[src/rtl/uart_tx_bridge.sv]
// Byte FIFO feeding an 8N1 UART transmitter (8E1 when UART_TX_BRIDGE_PARITY_EN is defined).
// Bit timing is CLKS_PER_BIT clk cycles; back-to-back frames leave no idle gap.
module uart_tx_bridge #(
  parameter int CLKS_PER_BIT = 868,
  parameter int FIFO_DEPTH   = 4
) (
  input  logic       clk,
  input  logic       rst_n,
  input  logic [7:0] data_in,
  input  logic       data_valid,
  output logic       data_ready,
  output logic       tx,
  output logic       busy,
  output logic       overflow
);

  localparam int AW = $clog2(FIFO_DEPTH);
  localparam int CW = $clog2(CLKS_PER_BIT);
  localparam logic [CW-1:0] CNT_MAX = CW'(CLKS_PER_BIT - 1);

`ifdef UART_TX_BRIDGE_PARITY_EN
  typedef enum logic [2:0] {IDLE, START, DATA, PARITY, STOP} state_t;
`else
  typedef enum logic [2:0] {IDLE, START, DATA, STOP} state_t;
`endif

  state_t          state;
  logic [AW:0]     wr_ptr, rd_ptr;
  logic [7:0]      mem [FIFO_DEPTH];
  logic [7:0]      shift;
  logic [CW-1:0]   cnt;
  logic [2:0]      idx;
  logic            empty, full, wr_en, pop, bit_end;

  assign empty      = (wr_ptr == rd_ptr);
  assign full       = (wr_ptr[AW-1:0] == rd_ptr[AW-1:0]) && (wr_ptr[AW] != rd_ptr[AW]);
  assign data_ready = !full;
  assign wr_en      = data_valid && !full;
  assign bit_end    = (cnt == CNT_MAX);
  // A pop is taken either from IDLE or on the last cycle of STOP, so frames chain seamlessly.
  assign pop        = !empty && ((state == IDLE) || ((state == STOP) && bit_end));

  always_ff @(posedge clk) begin
    if (wr_en) mem[wr_ptr[AW-1:0]] <= data_in;
  end

  always_ff @(posedge clk or negedge rst_n) begin
    if (!rst_n) begin
      wr_ptr   <= '0;
      rd_ptr   <= '0;
      overflow <= 1'b0;
    end else begin
      if (wr_en) wr_ptr <= wr_ptr + 1'b1;
      if (pop)   rd_ptr <= rd_ptr + 1'b1;
      overflow <= data_valid && full;
    end
  end

  always_ff @(posedge clk or negedge rst_n) begin
    if (!rst_n) begin
      state <= IDLE;
      tx    <= 1'b1;
      busy  <= 1'b0;
      cnt   <= '0;
      idx   <= '0;
      shift <= '0;
    end else begin
      case (state)
        IDLE: begin
          tx   <= 1'b1;
          busy <= 1'b0;
          cnt  <= '0;
          if (pop) begin
            shift <= mem[rd_ptr[AW-1:0]];
            state <= START;
            tx    <= 1'b0;
            busy  <= 1'b1;
          end
        end
        START: begin
          if (bit_end) begin
            cnt   <= '0;
            idx   <= '0;
            tx    <= shift[0];
            state <= DATA;
          end else begin
            cnt <= cnt + CW'(1);
          end
        end
        DATA: begin
          if (bit_end) begin
            cnt <= '0;
            if (idx == 3'd7) begin
`ifdef UART_TX_BRIDGE_PARITY_EN
              tx    <= ^shift;
              state <= PARITY;
`else
              tx    <= 1'b1;
              state <= STOP;
`endif
            end else begin
              idx <= idx + 3'd1;
              tx  <= shift[idx + 3'd1];
            end
          end else begin
            cnt <= cnt + CW'(1);
          end
        end
`ifdef UART_TX_BRIDGE_PARITY_EN
        PARITY: begin
          if (bit_end) begin
            cnt   <= '0;
            tx    <= 1'b1;
            state <= STOP;
          end else begin
            cnt <= cnt + CW'(1);
          end
        end
`endif
        STOP: begin
          if (bit_end) begin
            cnt <= '0;
            if (pop) begin
              shift <= mem[rd_ptr[AW-1:0]];
              tx    <= 1'b0;
              state <= START;
            end else begin
              tx    <= 1'b1;
              busy  <= 1'b0;
              state <= IDLE;
            end
          end else begin
            cnt <= cnt + CW'(1);
          end
        end
        default: begin
          tx    <= 1'b1;
          busy  <= 1'b0;
          cnt   <= '0;
          state <= IDLE;
        end
      endcase
    end
  end

endmodule
[config.mk]
export PLATFORM = sky130hd
export DESIGN_NAME = uart_tx_bridge
export DESIGN_NICKNAME = d
export VERILOG_FILES = /design/src/rtl/uart_tx_bridge.sv
export SDC_FILE = /design/constraint.sdc
export NUM_CORES = 1
export LEC_CHECK = 0
export ABC_AREA = 1
export CAP_MARGIN = 20
export CORE_MARGIN = 4
export CORE_UTILIZATION = 54
export DETAILED_ROUTE_END_ITERATION = 10
export GPL_ROUTABILITY_DRIVEN = 0
export HOLD_SLACK_MARGIN = 0.12
export PLACE_DENSITY_LB_ADDON = 0.1
export SETUP_SLACK_MARGIN = 0.3
export SLEW_MARGIN = 20
export SYNTH_ARGS = -nofsm -noshare
export SYNTH_HDL_FRONTEND = slang
export SYNTH_SLANG_ARGS = --single-unit
export TNS_END_PERCENT = 1
[constraint.sdc]
create_clock -name clk -period 1.5 [get_ports clk]
set_input_delay 0.3 -clock clk [delete_from_list [all_inputs] [get_ports clk]]
set_output_delay 0.3 -clock clk [all_outputs]
set_load 0.1 [all_outputs]
Yosys cells after proc, flatten, opt, wreduce, memory -nomap -nowiden
Memories as Yosys holds them, arrays and structs flattened.
Index checks and enable logic that the tools add are counted.
{"block": "word_totals", "ff_bits": 33, "latch_bits": 0, "ramBits": 32, "rom_bits": 0, "input_bits": 11, "out_inout_bits": 4, "word_cells": 79, "memories": 1}
{"memory": "mem", "words": 4, "word_bits": 8, "read_ports": 1, "rd_ports_with_merged_regs": 0, "write_ports": 1, "line": "29", "rtl": "logic [7:0] mem [FIFO_DEPTH];"}
{"block": "classes", "addsub": 4, "mul": 0, "n_div": 0, "order_cmp": 1, "eq_ne": 15, "n_shift": 0, "mux": 30, "bitwise_logic": 1, "reduce_logical": 18}
{"operator": "3-bit 2-to-1 mux", "count": 8}
{"operator": "10-bit 2-to-1 mux", "count": 2}
{"operator": "8-bit 2-to-1 mux", "count": 2}
{"operator": "8-bit case mux with 2 select lines", "count": 1}
{"operator": "2-bit inequality test, second input constant", "count": 7}
{"operator": "1-bit 2-to-1 mux", "count": 12}
{"operator": "3-bit case mux with 4 select lines", "count": 1}
{"operator": "10-bit by 1-bit adder with 10-bit output, second input constant", "count": 1}
{"operator": "10-bit equality test, second input constant", "count": 1}
{"operator": "3-bit by 1-bit adder with 3-bit output, second input constant", "count": 3}
{"operator": "3-bit by 2-bit equality test with 1-bit output, second input constant", "count": 2}
{"operator": "3-bit case mux with 2 select lines", "count": 1}
{"operator": "3-bit AND reduction", "count": 2}
{"operator": "1-bit logical AND", "count": 5}
{"operator": "5-bit AND reduction", "count": 1}
{"operator": "3-bit by 4-bit less-than comparator with 1-bit output, second input constant", "count": 1}
{"operator": "1-bit case mux with 4 select lines", "count": 1}
{"operator": "4-bit AND reduction", "count": 1}
{"operator": "2-bit nonzero test", "count": 2}
{"operator": "1-bit binary-select mux with 3-bit select", "count": 1}
{"operator": "3-bit by 1-bit equality test with 1-bit output, second input constant", "count": 1}
{"operator": "3-bit equality test", "count": 1}
{"operator": "3-bit equality test, second input constant", "count": 1}
{"operator": "3-bit logical NOT", "count": 1}
{"operator": "9 further kinds", "count": 10}

Logic depth before layout (Yosys ltp)
Gate-level depths: netlist of run 1.
{"block": "depth", "depth_word": 7, "depth_mapped": 12, "ltp_nobuf": 11}

Worst setup path after synthesis of run 1
OpenSTA, ideal clock, no wires.
{"block": "synth_path", "path_kind": "flip-flop to flip-flop", "start": "register rd_ptr[0]", "end": "memory mem[0][0] (enable)", "setup_ps": 286, "t_arrival_ps": 2352, "required_ps": 1214, "setup_slack_ps": -1138, "stages_incl_launch_ff": 8, "n_path_buf": 1, "synth_period_minus_slack_ps": 2638, "path_cell_list": "dfrtp_1 buf_4 inv_4 nand2_1 nand2_2 nand4_1 nand2_2 nor2_1"}
{"block": "synth_between", "elab_chain_cells": 6}
{"item": "start, declared", "line": "28", "rtl": "logic [AW:0] wr_ptr, rd_ptr;"}
{"item": "start signal, assigned", "line": "54", "rtl": "if (pop) rd_ptr <= rd_ptr + 1'b1;"}
{"item": "2-bit equality test", "line": "36", "rtl": "assign full = (wr_ptr[AW-1:0] == rd_ptr[AW-1:0]) && (wr_ptr[AW] != rd_ptr[AW]);"}
{"item": "1-bit logical AND", "line": "36"}
{"item": "1-bit logical NOT"}
{"item": "via data_ready", "line": "11", "rtl": "output logic data_ready,"}
{"item": "1-bit logical AND", "line": "38", "rtl": "assign wr_en = data_valid && !full;"}
{"item": "1-bit 2-to-1 mux", "line": "44", "rtl": "if (wr_en) mem[wr_ptr[AW-1:0]] <= data_in;"}
{"item": "1-bit 2-to-1 mux (implied by the code)", "line": "44"}
{"item": "end, declared", "line": "29"}
The timed path passes the listed nets, and every way through them passes these cells.

Final worst setup path of run 1
{"block": "layout_path", "start": "register rd_ptr[0]", "end": "output data_ready"}
{"block": "layout_between", "elab_chain_cells": 3}
{"item": "2-bit equality test", "line": "36"}
{"item": "1-bit logical AND", "line": "36"}
{"item": "1-bit logical NOT", "line": "37", "rtl": "assign data_ready = !full;"}
{"item": "end, declared", "line": "11"}
No other way between the ends.

==> results of run 1 <==
per-stage QoR:
stage | area, µm² | power [W] | hold slack, ps
after floorplan | 3010 | 0.00261 | 4.41
after global placement | 3430 | 0.00298 | 464
after detailed placement | 3430 | 0.00299 | 472
after CTS | 3840 | 0.00496 | 308
after global routing | 3970 | 0.00529 | 323
final | 3970 | 0.00507 | 313
path summary, 6_finish.rpt:
path | startpoint | slack, ps | cells after the start | endpoint
worst max-delay path | rd_ptr[0]$_DFFE_PN0P_ | -230 | 5 | data_ready
worst min register to register | shift[6]$_DFFE_PN0P_ | 490 | 2 | shift[6]$_DFFE_PN0P_
worst max register to register | rd_ptr[0]$_DFFE_PN0P_ | -160 | 9 | mem[1][3]$_DFFE_PP_
max in group asynchronous | rst_n | 940 | 2 | tx$_DFFE_PN1P_
worst min-delay path | rst_n | 310 | 2 | idx[1]$_DFFE_PN0P_
min in group clk | shift[6]$_DFFE_PN0P_ | 490 | 2 | shift[6]$_DFFE_PN0P_
power breakdown:
group	total, W	switching (W)	internal (W)
logic	0.00117	0.000615	0.000555
clock network	0.00173	0.000644	0.00109
registers	0.00217	0.0000816	0.00208
total	0.00507	0.00134	0.00373
flip-flops by register name (all words and copies together) (netlist names):
| name | cells |
|---|---|
| busy | 1 |
| cnt | 10 |
| idx | 3 |
| mem | 32 |
| overflow | 1 |
| rd_ptr | 3 |
| shift | 8 |
| state | 2 |
| tx | 1 |
| wr_ptr | 3 |
what timing repair did:
item,4_1_cts,5_1_grt
pin swaps,17,10
setup endpoints to repair,66,66
gates resized for setup,36,29
setup buffers,9,5
hold endpoints to repair,0,0
layer usage:
layer  vias up  global-route usage, %  wire length, µm
li1       1102                      -                -
met5         -                      0                0
met4         0                   14.2              277
met3        20                   4.01              185
met1       956                   24.1             2650
met2        38                   31.8             3040
Yosys cell counts (all sizes together):
| cell type | count |
|---|---|
| a21oi | 8 |
| a22oi | 1 |
| buf | 4 |
| clkbuf | 1 |
| dfrtp | 31 |
| dfstp | 1 |
| edfxtp | 32 |
| ha | 12 |
| inv | 37 |
| nand2 | 64 |
| nand3 | 14 |
| nand3b | 1 |
| nand4 | 2 |
| nor2 | 36 |
| nor3 | 3 |
| nor3b | 2 |
| o21a | 1 |
| o21ai | 33 |
| o22ai | 8 |
| or2 | 1 |
| xor2 | 5 |
final cells by class:
type | count | share of cell area [%]
clock buffer | 9 | 3.12
clock inverter | 7 | 2.77
inverter | 37 | 3.75
multi-input combinational | 191 | 31.0
sequential | 64 | 44.4
tap | 70 | 2.21
timing repair buffer | 50 | 12.7
cells by family (layout without fill, tap and decap cells):
family | Yosys count | in the layout | share of synthesized area, %
buffers and inverters | 42 | 103 | 6.14
flip-flops | 64 | 64 | 58.5
XOR/XNOR | 5 | 5 | 1.45
AO/OA/AOI/OAI | 51 | 51 | 9.34
AND/OR/NAND/NOR | 123 | 123 | 19.6
adder cells (fa/ha/maj) | 12 | 12 | 4.98
==> results.py, run 1 <==
metrics = {
    "detailed_routing": {
        "drtPass1Iterations": 4,
        "finalWirelength_um": 6150,
        "wire_per_inst_um": 14.4,
        "via_count": 2116,
        "drt.antenna.violating_nets": 0,
        "drt_first_iter_violations": 106,
        "drc": 0,
        "drt-vias-per-instance": 4.94,
    },
    "sta": {
        "fmax_mhz": 579,
        "hold_viol_final": 0,
        "clock_skew_ps": 9.44,
        "timing_worst_slew_pin_value_ps": 357,
        "setup_repair_after_global_routing_missed_its_margin": "true",
        "layout_min_cycle_time_ps": 1730,
        "slew-limit-headroom_pct": 76.0,
        "layout_setup_ws_ps": -227,
        "final_min_period_over_clock_period_pct": 115,
        "max_slew_violation_count": 0,
        "finalSetupViolCount": 46,
        "timing.setup.tns_ps": -5100,
    },
    "die": {
        "core.rowCount": 26,
        "fp.coreArea_um2": 5270,
        "initial_utilization_pct": 57.2,
        "die_w_um": 82.7,
        "die_h_um": 82.7,
        "ioPinCount": 15,
        "dieArea_um2": 6840,
    },
    "cts": {
        "root_buffer": "sky130_fd_sc_hd__clkbuf_8",
        "cts_tree": "yes",
        "cts_inserted_buffers": 9,
        "cts.hold.buffers_added": 0,
        "cts_max_path_buffers": 2,
        "cts-htree-levels": 3,
        "worst_skew_pair.late_latency_ps": 340,
        "clk_pin_slew_ps": 70,
        "numClockSinks": 64,
    },
    "power": {
        "power-per-cell-area_nw_per_um2": 1280,
        "ir_drop_mv": 0.874,
        "p_leak_nw": 1.69,
    },
    "cells_and_area": {
        "antenna_cells_inserted": 0,
        "finish.net_count": 376,
        "regArea_um2": 1760,
        "layout_commonest_cell": "sky130_fd_sc_hd__nand2_1",
        "final_core_utilization_pct": 75.3,
        "multi_input_area_um2": 1230,
        "flow.area_growth_from_synthesis_pct": 31.7,
        "final_layout_size_suffix_gt1_share_pct": 30.2,
        "fillerInstances": 384,
        "layout.cells.non_filler": 428,
        "mostFrequentLayoutCells": "sky130_fd_sc_hd__nand2_1, sky130_fd_sc_hd__edfxtp_1, sky130_fd_sc_hd__dfrtp_1, sky130_fd_sc_hd__buf_4",
    },
    "worst_setup_path": {
        "family_of_cells_with_the_greatest_summed_delay_on_the_critical_path": "flip-flops",
        "worstPathRequired_ps": 1200,
        "worst_path_largest_cell_delay_ps": 420,
        "cp.buffers_inverters": 2,
        "setup.worst_path.class": "reg -> out",
        "worstSetupStartpointType": "flop",
        "worst_path_max_delay_cell": "sky130_fd_sc_hd__dfrtp_1",
        "crit_chain": "nand2_1, nand2_2, nand4_1, buf_4, buf_12",
        "timing.critical_path.to_type": "output port",
        "path_max_fanout": 3,
        "critPathArrivalTime_ps": 1430,
    },
    "synthesis": {
        "synth.lib_cells_used.distinct": 35,
        "postSynthRegisterBits": 64,
        "yosysWarningCount": 0,
        "synthesis.instances": 297,
        "post_synthesis_sequential_area_ratio_pct": 58.5,
        "postSynthAreaPerCell_um2": 10.1,
        "synth_net_count": 320,
        "post-synth-top-area-cell": "sky130_fd_sc_hd__edfxtp_1",
        "cell_area_after_technology_mapping_um2": 3010,
        "netlist.area_leader.share_pct": 31.9,
        "post_synth_main_area_contributors": "sky130_fd_sc_hd__edfxtp_1, sky130_fd_sc_hd__dfrtp_1, sky130_fd_sc_hd__nand2_1",
    },
    "global_routing": {
        "grt_pass1_vias": 2060,
        "grt_overflow": 0,
        "grt_first_pass_wirelength_um": 9640,
        "global_route.usage.total_pct": 20.0,
        "initial_antenna_violation_count": 0,
        "grt_start_max_net_pins": 33,
    },
    "place": {
        "dp_cells": 398,
        "detailed_place_hpwl_um": 4100,
        "port_buffers": 14,
        "place_worst_setup_slack_ps": -20.3,
    },
    "run": {
        "max_cap_viol_count": 0,
    },
    "run_status": {
        "outcome": "finished, violations left",
        "violations_in_the_final_reports": "setup timing",
    },
    "hold_path": {
        "min-delay-path-class": "in -> async",
    },
}
No activity file was read; power rests on OpenSTA's default activity.
==> inputs of run 2 (changes only) <==
CTS_CLUSTER_DIAMETER = 100   (was not set)
PLACE_DENSITY = 0.76   (was not set)
PLACE_DENSITY_LB_ADDON = not set   (was 0.1)
==> results.py, run 2 (same netlist as run 1, synthesis figures left out) <==
metrics = {
    "run": {
        "max_cap_viol_count": 0,
    },
    "cells_and_area": {
        "flow.area_growth_from_synthesis_pct": 31.3,
        "layout_commonest_cell": "sky130_fd_sc_hd__nand2_1",
        "post-route-cell-area_um2": 3960,
        "finish.net_count": 377,
        "antenna_cells_inserted": 0,
        "final_core_utilization_pct": 75.1,
        "layout.cells.non_filler": 428,
        "final_layout_size_suffix_gt1_share_pct": 30.7,
        "mostFrequentLayoutCells": "sky130_fd_sc_hd__nand2_1, sky130_fd_sc_hd__edfxtp_1, sky130_fd_sc_hd__dfrtp_1, sky130_fd_sc_hd__buf_4, sky130_fd_sc_hd__nor2_1",
        "largest_register_ffs": 32,
    },
    "sta": {
        "clock_skew_ps": 6.30,
        "max_slew_violation_count": 0,
        "hold_ws_ps": 315,
        "final_min_period_over_clock_period_pct": 116,
        "finalSetupViolCount": 51,
        "fmax_mhz": 575,
        "timing_worst_slew_pin_value_ps": 230,
        "slew-limit-headroom_pct": 84.6,
        "hold_viol_final": 0,
        "setup_repair_after_global_routing_missed_its_margin": "true",
        "layout_setup_ws_ps": -240,
        "layout_min_cycle_time_ps": 1740,
    },
    "cts": {
        "cts.hold.buffers_added": 0,
        "cts_inserted_buffers": 9,
        "clk_pin_slew_ps": 70,
        "root_buffer": "sky130_fd_sc_hd__clkbuf_8",
        "cts-htree-levels": 3,
        "numClockSinks": 64,
        "cts_max_path_buffers": 2,
        "cts_tree": "yes",
        "worst_skew_pair.late_latency_ps": 340,
    },
    "detailed_routing": {
        "wire_per_inst_um": 14.6,
        "drt-vias-per-instance": 5.13,
        "drt.antenna.violating_nets": 0,
        "finalWirelength_um": 6250,
        "drtPass1Iterations": 4,
        "drt_first_iter_violations": 165,
        "drc": 0,
        "via_count": 2196,
    },
    "place": {
        "place_worst_setup_slack_ps": -32.2,
        "port_buffers": 14,
        "placement.cell_area_um2": 3470,
        "dp_cells": 399,
        "detailed_place_hpwl_um": 3980,
    },
    "global_routing": {
        "global_route.usage.total_pct": 20.2,
        "grt_overflow": 0,
        "grt_first_pass_wirelength_um": 9960,
        "initial_antenna_violation_count": 0,
        "grt_start_max_net_pins": 33,
        "grt_pass1_vias": 2202,
    },
    "die": {
        "core.rowCount": 26,
        "fp.coreArea_um2": 5270,
        "dieArea_um2": 6840,
        "die_w_um": 82.7,
        "die_h_um": 82.7,
        "initial_utilization_pct": 57.2,
        "ioPinCount": 15,
    },
    "worst_setup_path": {
        "timing.reg2reg.setup_slack_ps": -170,
        "worstSetupStartpointType": "flop",
        "timing.rr.start": "rd_ptr[0]$_DFFE_PN0P_",
        "worstPathRequired_ps": 1200,
        "worst_r2r_endpoint": "mem[0][7]$_DFFE_PP_",
        "setup.worst_path.class": "reg -> out",
        "critPathArrivalTime_ps": 1440,
        "worst_r2r_path_depth": 10,
        "path_max_fanout": 3,
        "timing.critical_path.to_type": "output port",
    },
    "power": {
        "power-per-cell-area_nw_per_um2": 1220,
        "p_leak_nw": 1.70,
        "ir_drop_mv": 0.819,
    },
    "run_status": {
        "violations_in_the_final_reports": "setup timing",
        "outcome": "finished, violations left",
    },
    "hold_path": {
        "min-delay-path-class": "in -> async",
    },
}
## run 2: changes by cell type in the layout (fill, tap and decap cells not counted), moves of 3 or more
| cell | before | now |
|---|---|---|
| sky130_fd_sc_hd__o21ai_0 | 19 | 24 |
| sky130_fd_sc_hd__o21ai_1 | 14 | 8 |
| sky130_fd_sc_hd__buf_6 | 8 | 3 |
| sky130_fd_sc_hd__buf_4 | 26 | 29 |
## run 2: power by group
group          total, W  leakage [nW]  switching (W)  internal (W)
combinational   0.00108         0.912       0.000560      0.000520
sequential      0.00218         0.685      0.0000985       0.00208
clock           0.00156         0.103       0.000637      0.000919
total           0.00482          1.70        0.00130       0.00352
## run 2: worst max-delay path: stages (launching register included)
cell                      delay (ps)
sky130_fd_sc_hd__dfrtp_2         450
sky130_fd_sc_hd__inv_4            70
sky130_fd_sc_hd__nand2_2          50
sky130_fd_sc_hd__nand2_2          70
sky130_fd_sc_hd__nand4_1         120
sky130_fd_sc_hd__buf_4           170
sky130_fd_sc_hd__buf_12          160
## run 2: layout make-up
cell class / count / area (µm²)
Fill cell: 327 / 1310
Clock buffer: 9 / 124
Tap cell: 70 / 87.6
Clock inverter: 6 / 85.1
Timing Repair Buffer: 50 / 512
Sequential cell: 64 / 1760
Inverter: 37 / 159
Multi-Input combinational cell: 192 / 1230
## run 2: metrics by stage
step                setup TNS, ps  power, W
global route               -10270   0.00505
finish                      -6390   0.00482
CTS                         -2010   0.00472
detailed placement           -213   0.00298
global placement                0   0.00296
floorplan                  -40000   0.00261
## run 2: worst max-delay path by stage
stage	slack, ps	from	cells past startpoint	to
floorplan	-1140	rd_ptr[0]$_DFFE_PN0P_	7	mem[0][0]$_DFFE_PP_
detailed placement	-30	cnt[0]$_DFF_PN0_	9	shift[2]$_DFFE_PN0P_
CTS	-210	wr_ptr[1]$_DFFE_PN0P_	6	data_ready
global placement	9	data_valid	4	mem[0][7]$_DFFE_PP_
finish	-240	rd_ptr[0]$_DFFE_PN0P_	6	data_ready
global route	-290	wr_ptr[0]$_DFFE_PN0P_	6	data_ready
## run 2: repair_timing
item | CTS | global route
cloned | 0 | 1
pin swaps | 17 | 8
resized for setup | 29 | 27
buffers inserted | 10 | 3
setup endpoints to repair | 66 | 66
## run 2: routing by layer
layer	vias to the layer above	global-route usage, %	part of all wire, %
li1	1104	-	-
met3	16	5.97	4.5
met5	-	0	0
met4	0	9.48	2.4
met2	48	33.8	51
met1	1028	24.0	42
